--- config.mk ---
export PLATFORM = sky130hd
export DESIGN_NAME = seq_mul
export DESIGN_NICKNAME = d
export VERILOG_FILES = /design/src/rtl/seq_arith_pkg.sv /design/src/rtl/seq_mul.sv
export SDC_FILE = /design/constraint.sdc
export NUM_CORES = 1
export LEC_CHECK = 0
export ABC_AREA = 1
export BUFFER_PORTS_ARGS = -buffer_cell sky130_fd_sc_hd__buf_2
export CORE_AREA = 2 2 153 155
export DETAILED_ROUTE_END_ITERATION = 8
export DIE_AREA = 0 0 155 157
export PLACE_DENSITY = 0.42
export SYNTH_ARGS = -nofsm -noshare
export SYNTH_HDL_FRONTEND = slang
export SYNTH_SLANG_ARGS = --single-unit
--- constraint.sdc ---
create_clock -name clk -period 2.78 [get_ports clk]
set_clock_uncertainty 0.05 [all_clocks]
set_input_delay 0.834 -clock clk [delete_from_list [all_inputs] [get_ports clk]]
set_output_delay 0.834 -clock clk [all_outputs]
set_load 0.1 [all_outputs]
--- src/rtl/seq_arith_pkg.sv ---
// Shared definitions for the sequential arithmetic units (multiplier and divider).
// Latency: n/a (types, encodings and helper functions only).
// Backpressure: n/a.
package seq_arith_pkg;

  // Control state encoding, shared with the restoring divider so one master drives both.
  typedef enum logic [1:0] {
    IDLE = 2'd0,
    LOAD = 2'd1,
    RUN  = 2'd2
  } state_e;

  // Width of an iteration counter that must hold values 0..n-1 (at least one bit).
  function automatic int cnt_width(input int n);
    if (n <= 2) begin
      return 1;
    end
    return $clog2(n);
  endfunction

endpackage : seq_arith_pkg

--- src/rtl/seq_mul.sv ---
// Iterative shift-add unsigned multiplier, N x N -> 2N bits, one multiplier bit per clock.
// Latency: exactly N cycles from the edge that samples sen2 (while armed) to done/P valid.
// Backpressure: none; sen1 arms, sen2 starts, done is a level held until the next arm.
module seq_mul
  import seq_arith_pkg::*;
#(
  parameter  int N     = 20,
  localparam int CNT_W = cnt_width(N)
) (
  input  logic           clk,
  input  logic           reset,
  input  logic [N-1:0]   multiplicand,
  input  logic [N-1:0]   multiplier,
  input  logic           sen1,
  input  logic           sen2,
  output logic [2*N-1:0] P,
  output logic           busy,
  output logic           done
);

  localparam logic [CNT_W-1:0] LAST_CNT = CNT_W'(N - 1);

  state_e           state_q, state_d;
  logic [N-1:0]     a_q, a_d;
  logic [N-1:0]     b_q, b_d;
  logic [N-1:0]     acc_q, acc_d;
  logic [CNT_W-1:0] cnt_q, cnt_d;
  logic [2*N-1:0]   p_q, p_d;
  logic             done_q, done_d;

  // acc_hi + (B[0] ? A : 0) kept at N+1 bits; the carry becomes the top bit after the shift.
  logic [N:0]       sum;

  // Next-state and datapath update: arm in IDLE, track operands in LOAD, add/shift in RUN.
  always_comb begin
    state_d = state_q;
    a_d     = a_q;
    b_d     = b_q;
    acc_d   = acc_q;
    cnt_d   = cnt_q;
    p_d     = p_q;
    done_d  = done_q;
    sum     = {1'b0, acc_q} + (b_q[0] ? {1'b0, a_q} : {(N + 1){1'b0}});

    unique case (state_q)
      IDLE: begin
        // sen2 is deliberately ignored here; starting always requires a LOAD pass first.
        if (sen1) begin
          state_d = LOAD;
          done_d  = 1'b0;
        end
      end

      LOAD: begin
        // Operands are resampled every cycle so the values present on the start edge win.
        a_d   = multiplicand;
        b_d   = multiplier;
        acc_d = '0;
        cnt_d = '0;
        if (sen2) begin
          state_d = RUN;
        end
      end

      RUN: begin
        // Shift {carry, acc, B} right by one: the low sum bit drops into the B half,
        // which also retires the multiplier bit just consumed.
        acc_d = sum[N:1];
        b_d   = {sum[0], b_q[N-1:1]};
        cnt_d = cnt_q + CNT_W'(1);
        if (cnt_q == LAST_CNT) begin
          p_d     = {acc_d, b_d};
          done_d  = 1'b1;
          cnt_d   = '0;
          state_d = IDLE;
        end
      end

      default: begin
        state_d = IDLE;
      end
    endcase
  end

  // Register all state; synchronous reset abandons any operation in flight.
  always_ff @(posedge clk) begin
    if (reset) begin
      state_q <= IDLE;
      a_q     <= '0;
      b_q     <= '0;
      acc_q   <= '0;
      cnt_q   <= '0;
      p_q     <= '0;
      done_q  <= 1'b0;
    end else begin
      state_q <= state_d;
      a_q     <= a_d;
      b_q     <= b_d;
      acc_q   <= acc_d;
      cnt_q   <= cnt_d;
      p_q     <= p_d;
      done_q  <= done_d;
    end
  end

  assign P    = p_q;
  assign done = done_q;
  assign busy = (state_q == RUN);

endmodule : seq_mul

# Word level (Yosys, flattened, before mapping)
# Index checks and enable logic that the tools add are counted.
# Widths: inputs -> output; s select.
# word_totals
register_bits,108
in_bits,44
word_cells,33
# op_classes
n_addsub,2
n_eq_ne,6
n_mux,12
n_reduce_logical,6
# ops
operator,n
$pmux 20 s2,2
$add 20x20->21,1
$mux 20,1
$pmux 5 s2,1
$mux 2,3
$pmux 2 s3,1
$reduce_and 3->1,2
$add 5x1->5 const B,1
$eq 5x5->1 const B,1
$mux 5,1
$ne 2x2->1 const B,2
$reduce_bool 2->1,2
$eq 2x1->1 const B,1
$eq 2x2->1 const B,1
$logic_not 2->1,1
$mux 1,2
$ne 2x1->1 const B,1
$pmux 1 s2,1
$reduce_and 2->1,1

# Longest topological paths before layout
# Gate-level depths: netlist of run 1.
# depth
word_depth,3
mapped_depth,17

# Worst setup path after synthesis of run 1
# Ideal clock, no wire load.
# synth_timing
path_kind,reg-to-reg
startpoint,register state_q[0]
endpoint,register p_q[27] (netlist: P[27])
setup_ps,56
arrival_ps,2188
t_required_ps,2674
path_slack_ps,486
stages_incl_launch_ff,9
path_buffers,1
synth_period_minus_slack_ps,2294
cell_sequence,dfxtp_1 > inv_1 > ha_1 > inv_1 > nor2_4 > buf_4 > o21ai_0 > o21bai_1 > inv_1
# synth_via
elab_chain_cells,2
# synth_lines
item,line,text
"start, declared",seq_mul.sv:23,"state_e state_q, state_d;"
"start signal, assigned",seq_mul.sv:96,state_q <= state_d;
$eq 2x2->1,n/a,
named net busy,seq_mul.sv:17,"output logic busy,"
$reduce_and 2->1 (no source line),n/a,
"end signal, assigned",seq_mul.sv:101,p_q <= p_d;
"end, declared",seq_mul.sv:28,"logic [2*N-1:0] p_q, p_d;"
# The timed path passes the listed nets, and every way through them passes these cells.
# A chain may end at the register's enable or synchronous reset.

# Worst setup path after layout of run 1
# layout_timing
startpoint,register b_q[0]
endpoint,register p_q[31] (netlist: P[31])
# layout_via
elab_chain_cells,2
# layout_lines
item,line,text
"start, declared",seq_mul.sv:25,"logic [N-1:0] b_q, b_d;"
"start signal, assigned",seq_mul.sv:90,b_q <= '0;
"start signal, assigned",seq_mul.sv:98,b_q <= b_d;
$mux 20,seq_mul.sv:43,"sum = {1'b0, acc_q} + (b_q[0] ? {1'b0, a_q} : {(N + 1){1'b0}});"
$add 20x20->21,seq_mul.sv:43,
# No other way between the ends.

==> results.yml, run 1 <==
final_layout:
  nNetsFinal: 972
  fill_cells: 2521
  layout_common_cells: "nand2_1 (227), inv_1 (108), dfxtp_1 (107)"
  diodes: 0
  post-route-util_pct: 29.4
  final_cell_area_mm2: 0.00661
  final_cell_count_no_fill: 1190
  final_common_cell: "nand2_1"
  drive_gt1_share_pct: 13.9
  area_growth_pct: 18.5
placement:
  dpl.cell_count: 1175
  hpwl_um: 12100
  port_buffers: 85
  place_area_mm2: 0.00634
  gp_congestion: 0.875
routing:
  avgViaCountPerCell: 4.40
  wire_per_inst_um: 13.9
  antenna_left: 0
  drt_first_iter_violations: 123
  drc_errors: 0
  dr.pass1.iters: 4
  routed_wl_um: 16500
  vias: 5239
die:
  initial_utilization_pct: 24.8
  coreArea_mm2: 0.0225
  io_pins: 86
  fp.dieW_um: 155
  rows: 55
  die_y_um: 157
  die_area_mm2: 0.0243
clocking:
  clock-sinks: 108
  cts_resized: 0
  postCtsSetupBuffers: 0
  clock_latency_ns: 0.36
  cts_buffers: 9
  htreeDepth: 3
  clk_path_buf_depth: 2
  cts-root-buf: "clkbuf_16"
  cts_tree: "yes"
  holdBufCountCts: 0
  clkTransAtPathRegs_ns: 0.07
min_path:
  min_from: "P[1]$_SDFFE_PP0P_"
  hp-class: "flip-flop to flip-flop"
logic_synthesis:
  netlist-cell-type-count: 30
  synth_seq_area_share_pct: 38.7
  avgSynthCellArea_um2: 6.75
  synth_ff_type: "dfxtp_1"
  synth-warning-count: 0
  synthCells: 827
  async_flop_share_pct: 0
  synth_nets: 898
  syn-cell-area_mm2: 0.00558
  synth_seq_cells: 108
  synth_edf_count: 0
sta:
  rsz0062_at_grt: "no"
  fin_crit_ns: 2.40
  hold_viol_final: 0
  worstMarginPinSlew_ns: 0.669
  relSlewSlack_pct: 55.3
  setup_violations: 0
  fin_setup_tns_ns: 0
  min_period_over_period_pct: 86.2
  slew_violations: 0
  clock.fmax_ghz: 0.417
setup_path:
  critPathMaxFanout: 16
  startpoint_type: "flip-flop"
  r2r-start: "b_q[0]$_SDFFE_PP0P_"
  crit_required_ns: 2.99
  worstSetupStartpoint: "b_q[0]$_SDFFE_PP0P_"
  crit_type: "flip-flop to flip-flop"
  cp-end-kind: "flip-flop"
  arrival_ns: 2.61
power_and_ir_drop:
  irDropWorstVdd_uv: 375
  p_per_area_mw_per_mm2: 720
  finalPower_w: 0.00476
  leakage_nw: 3.56
grt:
  grt_pass1_vias: 5388
  grt_max_degree: 33
  grtUsageTotal_pct: 14.2
  grt-ovfl-total: 0
  antenna_found_initial: 0
  grt_pass1_wl_um: 27500
run:
  drv_cap: 0
run_status:
  status: "finished, final reports clean"
==> cell usage after synthesis (2+ instances only) <==
library cell  count  area, um2
o21bai_1          8       60.1
nor2_1           97        364
or2_1             2       12.5
nand3_2           2       20.0
a21oi_2           2       17.5
and2_1            3       18.8
dfxtp_1         108       2160
nand4_1           3       18.8
o21ai_0          52        260
ha_1             26        325
nand3_1          50        250
clkbuf_1         19       71.3
buf_2            12       60.1
buf_1             6       22.5
inv_1           109        409
a21oi_1          45        225
o211ai_1         22        165
nand2_1         227        852
nand2_2           2       12.5
a21o_1            2       15.0
o21a_1           10       75.1
xor2_1           10       87.6
o21ai_1           2       10.0
nor3_1            2       10.0
==> logic make-up (layout without fill, tap and decap cells) <==
logic type,after synthesis,after routing,share of synthesized area (%)
flip-flops,108,108,38.7
AND/OR/NAND/NOR,391,391,28.4
AO/OA/AOI/OAI,143,143,14.8
buffers and inverters,148,226,10.3
XOR/XNOR,10,10,1.57
adder cells (fa/ha/maj),27,27,6.19
==> registers in the layout (all words and copies together), names as in the netlist <==
register / count
P: 40
a_q: 20
acc_q: 20
b_q: 20
cnt_q: 5
state_q: 2
done: 1
==> worst max-delay path, cell delays in order (launching register included) <==
cell	delay (ns)
dfxtp_2	0.43
nand2_1	0.10
inv_1	0.04
ha_1	0.19
fa_1	0.45
nand3_1	0.13
nand3_2	0.12
nand2_1	0.08
nand2_1	0.13
a21oi_1	0.25
nand2_1	0.11
nand2_1	0.08
nand2_1	0.04
nand2_1	0.06
inv_1	0.03
==> path summary, 6_finish.rpt <==
check / endpoint / slack (ns) / depth (start not counted)
worst max register to register: P[31]$_SDFFE_PP0P_ / 0.38 / 14
worst min-delay path: P[1]$_SDFFE_PP0P_ / 0.42 / 2
worst max-delay path: P[31]$_SDFFE_PP0P_ / 0.38 / 14
worst min register to register: P[1]$_SDFFE_PP0P_ / 0.42 / 2
==> per-stage QoR <==
stage | setup slack (ns) | hold WS (ns)
2_1_floorplan | 0.486 | 0.398
3_3_place_gp | 0.207 | 0.398
3_5_place_dp | 0.211 | 0.403
4_1_cts | 0.200 | 0.418
5_1_grt | 0.0963 | 0.429
6_report | 0.382 | 0.417
==> final cells by class <==
class	count	area [um2]	area share [%]
inverters	110	413	6.24
well taps	285	357	5.39
multi-input cells	571	2850	43.0
repair buffers	101	561	8.48
clock inverters	4	32.5	0.492
flip-flops and latches	108	2160	32.7
clock buffers	11	243	3.67
==> report_power, final <==
part | leakage, nW | internal [W] | switching [W] | total [W]
sequential | 0.879 | 0.00178 | 0.000176 | 0.00196
clock | 0.129 | 0.000636 | 0.000625 | 0.00126
combinational | 2.55 | 0.000513 | 0.00103 | 0.00154
==> metal layers <==
layer	routed length, um	GRT usage, %
met5	0	0
met1	7640	17.2
met3	695	3.06
met2	7970	25.2
met4	206	4.41
No activity file was read; power rests on OpenSTA's default activity.
==> run 2, diff against run 1 <==
Settings changed: CORE_AREA 2 2 153 155 to 2 2 161 147, DIE_AREA 0 0 155 157 to 0 0 163 149.
==> results.yml, run 2 (synthesis results as in run 1) <==
setup_path:
  crit_family: "adder cells"
  slowest_stage: "ha_1"
  cp_num_cells: 3
  r2r-start: "b_q[0]$_SDFFE_PP0P_"
  rr_endpoint: "P[31]$_SDFFE_PP0P_"
  reg2reg_depth: 14
  startpoint_type: "flip-flop"
  path_buf_inv: 2
  critPathMaxFanout: 6
  crit_required_ns: 1.90
  arrival_ns: 1.45
  crit_path_end: "busy"
  worstSetupStartpoint: "state_q[0]$_SDFFE_PP0P_"
  r2r_setup_slack_ns: 0.47
  cp-end-kind: "output pin"
  path_cells: "inv_1 > ha_1 > buf_12"
  crit_type: "flip-flop to output pin"
  cpPeakStageDelay_ns: 0.41
final_layout:
  largest_reg_flops: 40
  final_cell_count_no_fill: 1206
  final_common_cell: "nand2_1"
  area_growth_pct: 19.2
  layout_common_cells: "nand2_1 (227), inv_1 (108), dfxtp_1 (107)"
  drive_gt1_share_pct: 13.8
  nNetsFinal: 969
die:
  die_y_um: 149
  rows: 53
  fp.dieW_um: 163
  die_area_mm2: 0.0243
  io_pins: 86
  coreArea_mm2: 0.0229
  initial_utilization_pct: 24.4
routing:
  avgViaCountPerCell: 4.29
  drc_errors: 0
  vias: 5169
  antenna_left: 0
  dr.pass1.iters: 4
  wire_per_inst_um: 13.6
  drt_first_iter_violations: 134
  routed_wl_um: 16400
clocking:
  holdBufCountCts: 0
  htreeDepth: 3
  clock_latency_ns: 0.37
  clkTransAtPathRegs_ns: 0.08
  clock-sinks: 108
  clk_path_buf_depth: 2
  cts-root-buf: "clkbuf_16"
  cts_tree: "yes"
  cts_buffers: 9
placement:
  port_buffers: 85
  dpl.cell_count: 1189
  gp_congestion: 0.853
  hpwl_um: 11900
sta:
  relSlewSlack_pct: 46.5
  rsz0062_at_grt: "no"
  slew_violations: 0
  hold_viol_final: 0
  worstMarginPinSlew_ns: 0.802
  fin_crit_ns: 2.33
  setup_violations: 0
  clock.fmax_ghz: 0.429
  fin_setup_tns_ns: 0
  min_period_over_period_pct: 83.9
  timing.hold.ws_ns: 0.408
power_and_ir_drop:
  finalPower_w: 0.00478
  leakage_nw: 3.57
  irDropWorstVdd_uv: 388
  p_per_area_mw_per_mm2: 718
grt:
  grt_pass1_vias: 5220
  antenna_found_initial: 1
  grt_max_degree: 58
  grt_pass1_wl_um: 27300
  grt-ovfl-total: 0
  grtUsageTotal_pct: 14.3
run_status:
  status: "finished, final reports clean"
run:
  drv_cap: 0
min_path:
  hp-class: "flip-flop to flip-flop"
[run 2: changes by cell type in the layout (fill, tap and decap cells not counted)]
cell        change
buf_12          +1
buf_4           -4
clkbuf_1        -1
clkinv_4        +1
clkinv_8        +1
clkinvlp_4      -1
diode_2         +1
inv_6           -1
inv_8           +2
[run 2: final cells by class]
type / instances / area [um2]
Tap cell: 302 / 378
Timing Repair Buffer: 98 / 551
Clock buffer: 10 / 239
Antenna cell: 1 / 2.50
Fill cell: 2626 / 16200
Multi-Input combinational cell: 571 / 2850
Clock inverter: 6 / 63.8
Inverter: 110 / 413
Sequential cell: 108 / 2160
[run 2: per-layer routing]
layer | vias up | global-route usage, % | part of all wire (%)
li1 | 2763 | - | -
met1 | 2306 | 18.3 | 48
met2 | 85 | 23.4 | 44
met3 | 15 | 4.59 | 5.7
met4 | 0 | 3.72 | 1.5
met5 | - | 0 | 0
[run 2: timing repair]
| action | in CTS | in global routing |
|---|---|---|
| gates resized for setup | 0 | 1 |
| setup endpoints to repair | 0 | 2 |
| setup buffers | 0 | 0 |
[run 2: worst min path at each step]
stage	start	to	slack, ns	cells after the start
2_1_floorplan	acc_q[19]$_SDFFE_PP0P_	acc_q[19]$_SDFFE_PP0P_	0.40	2
3_3_place_gp	P[2]$_SDFFE_PP0P_	P[2]$_SDFFE_PP0P_	0.40	2
3_5_place_dp	done$_SDFFE_PP0P_	done$_SDFFE_PP0P_	0.40	2
4_1_cts	done$_SDFFE_PP0P_	done$_SDFFE_PP0P_	0.41	2
5_1_grt	done$_SDFFE_PP0P_	done$_SDFFE_PP0P_	0.44	2
6_report	done$_SDFFE_PP0P_	done$_SDFFE_PP0P_	0.41	2
[run 2: where the power goes]
part	leakage, nW	switching, W	internal (W)
sequential	0.879	0.000167	0.00178
clock	0.146	0.000683	0.000660
combinational	2.54	0.00101	0.000473
total	3.57	0.00186	0.00292
[run 2: metrics by stage]
step | util (%) | area (um2) | setup WS [ns]
floorplan | - | 5580 | 0.486
global route | 29.1 | 6650 | 0.176
detailed placement | 27.7 | 6350 | 0.345
global placement | 27.7 | 6350 | 0.352
finish | 29.1 | 6660 | 0.447
CTS | 29.1 | 6650 | 0.343
[run 2: worst register-to-register path, delay by kind of cell, from the launching register on]
family,cells,cell delay [ns]
AO/OA/AOI/OAI,1,0.20
flip-flops,1,0.41
buffers and inverters,2,0.07
AND/OR/NAND/NOR,9,0.84
adder cells (fa/ha/maj),2,0.63
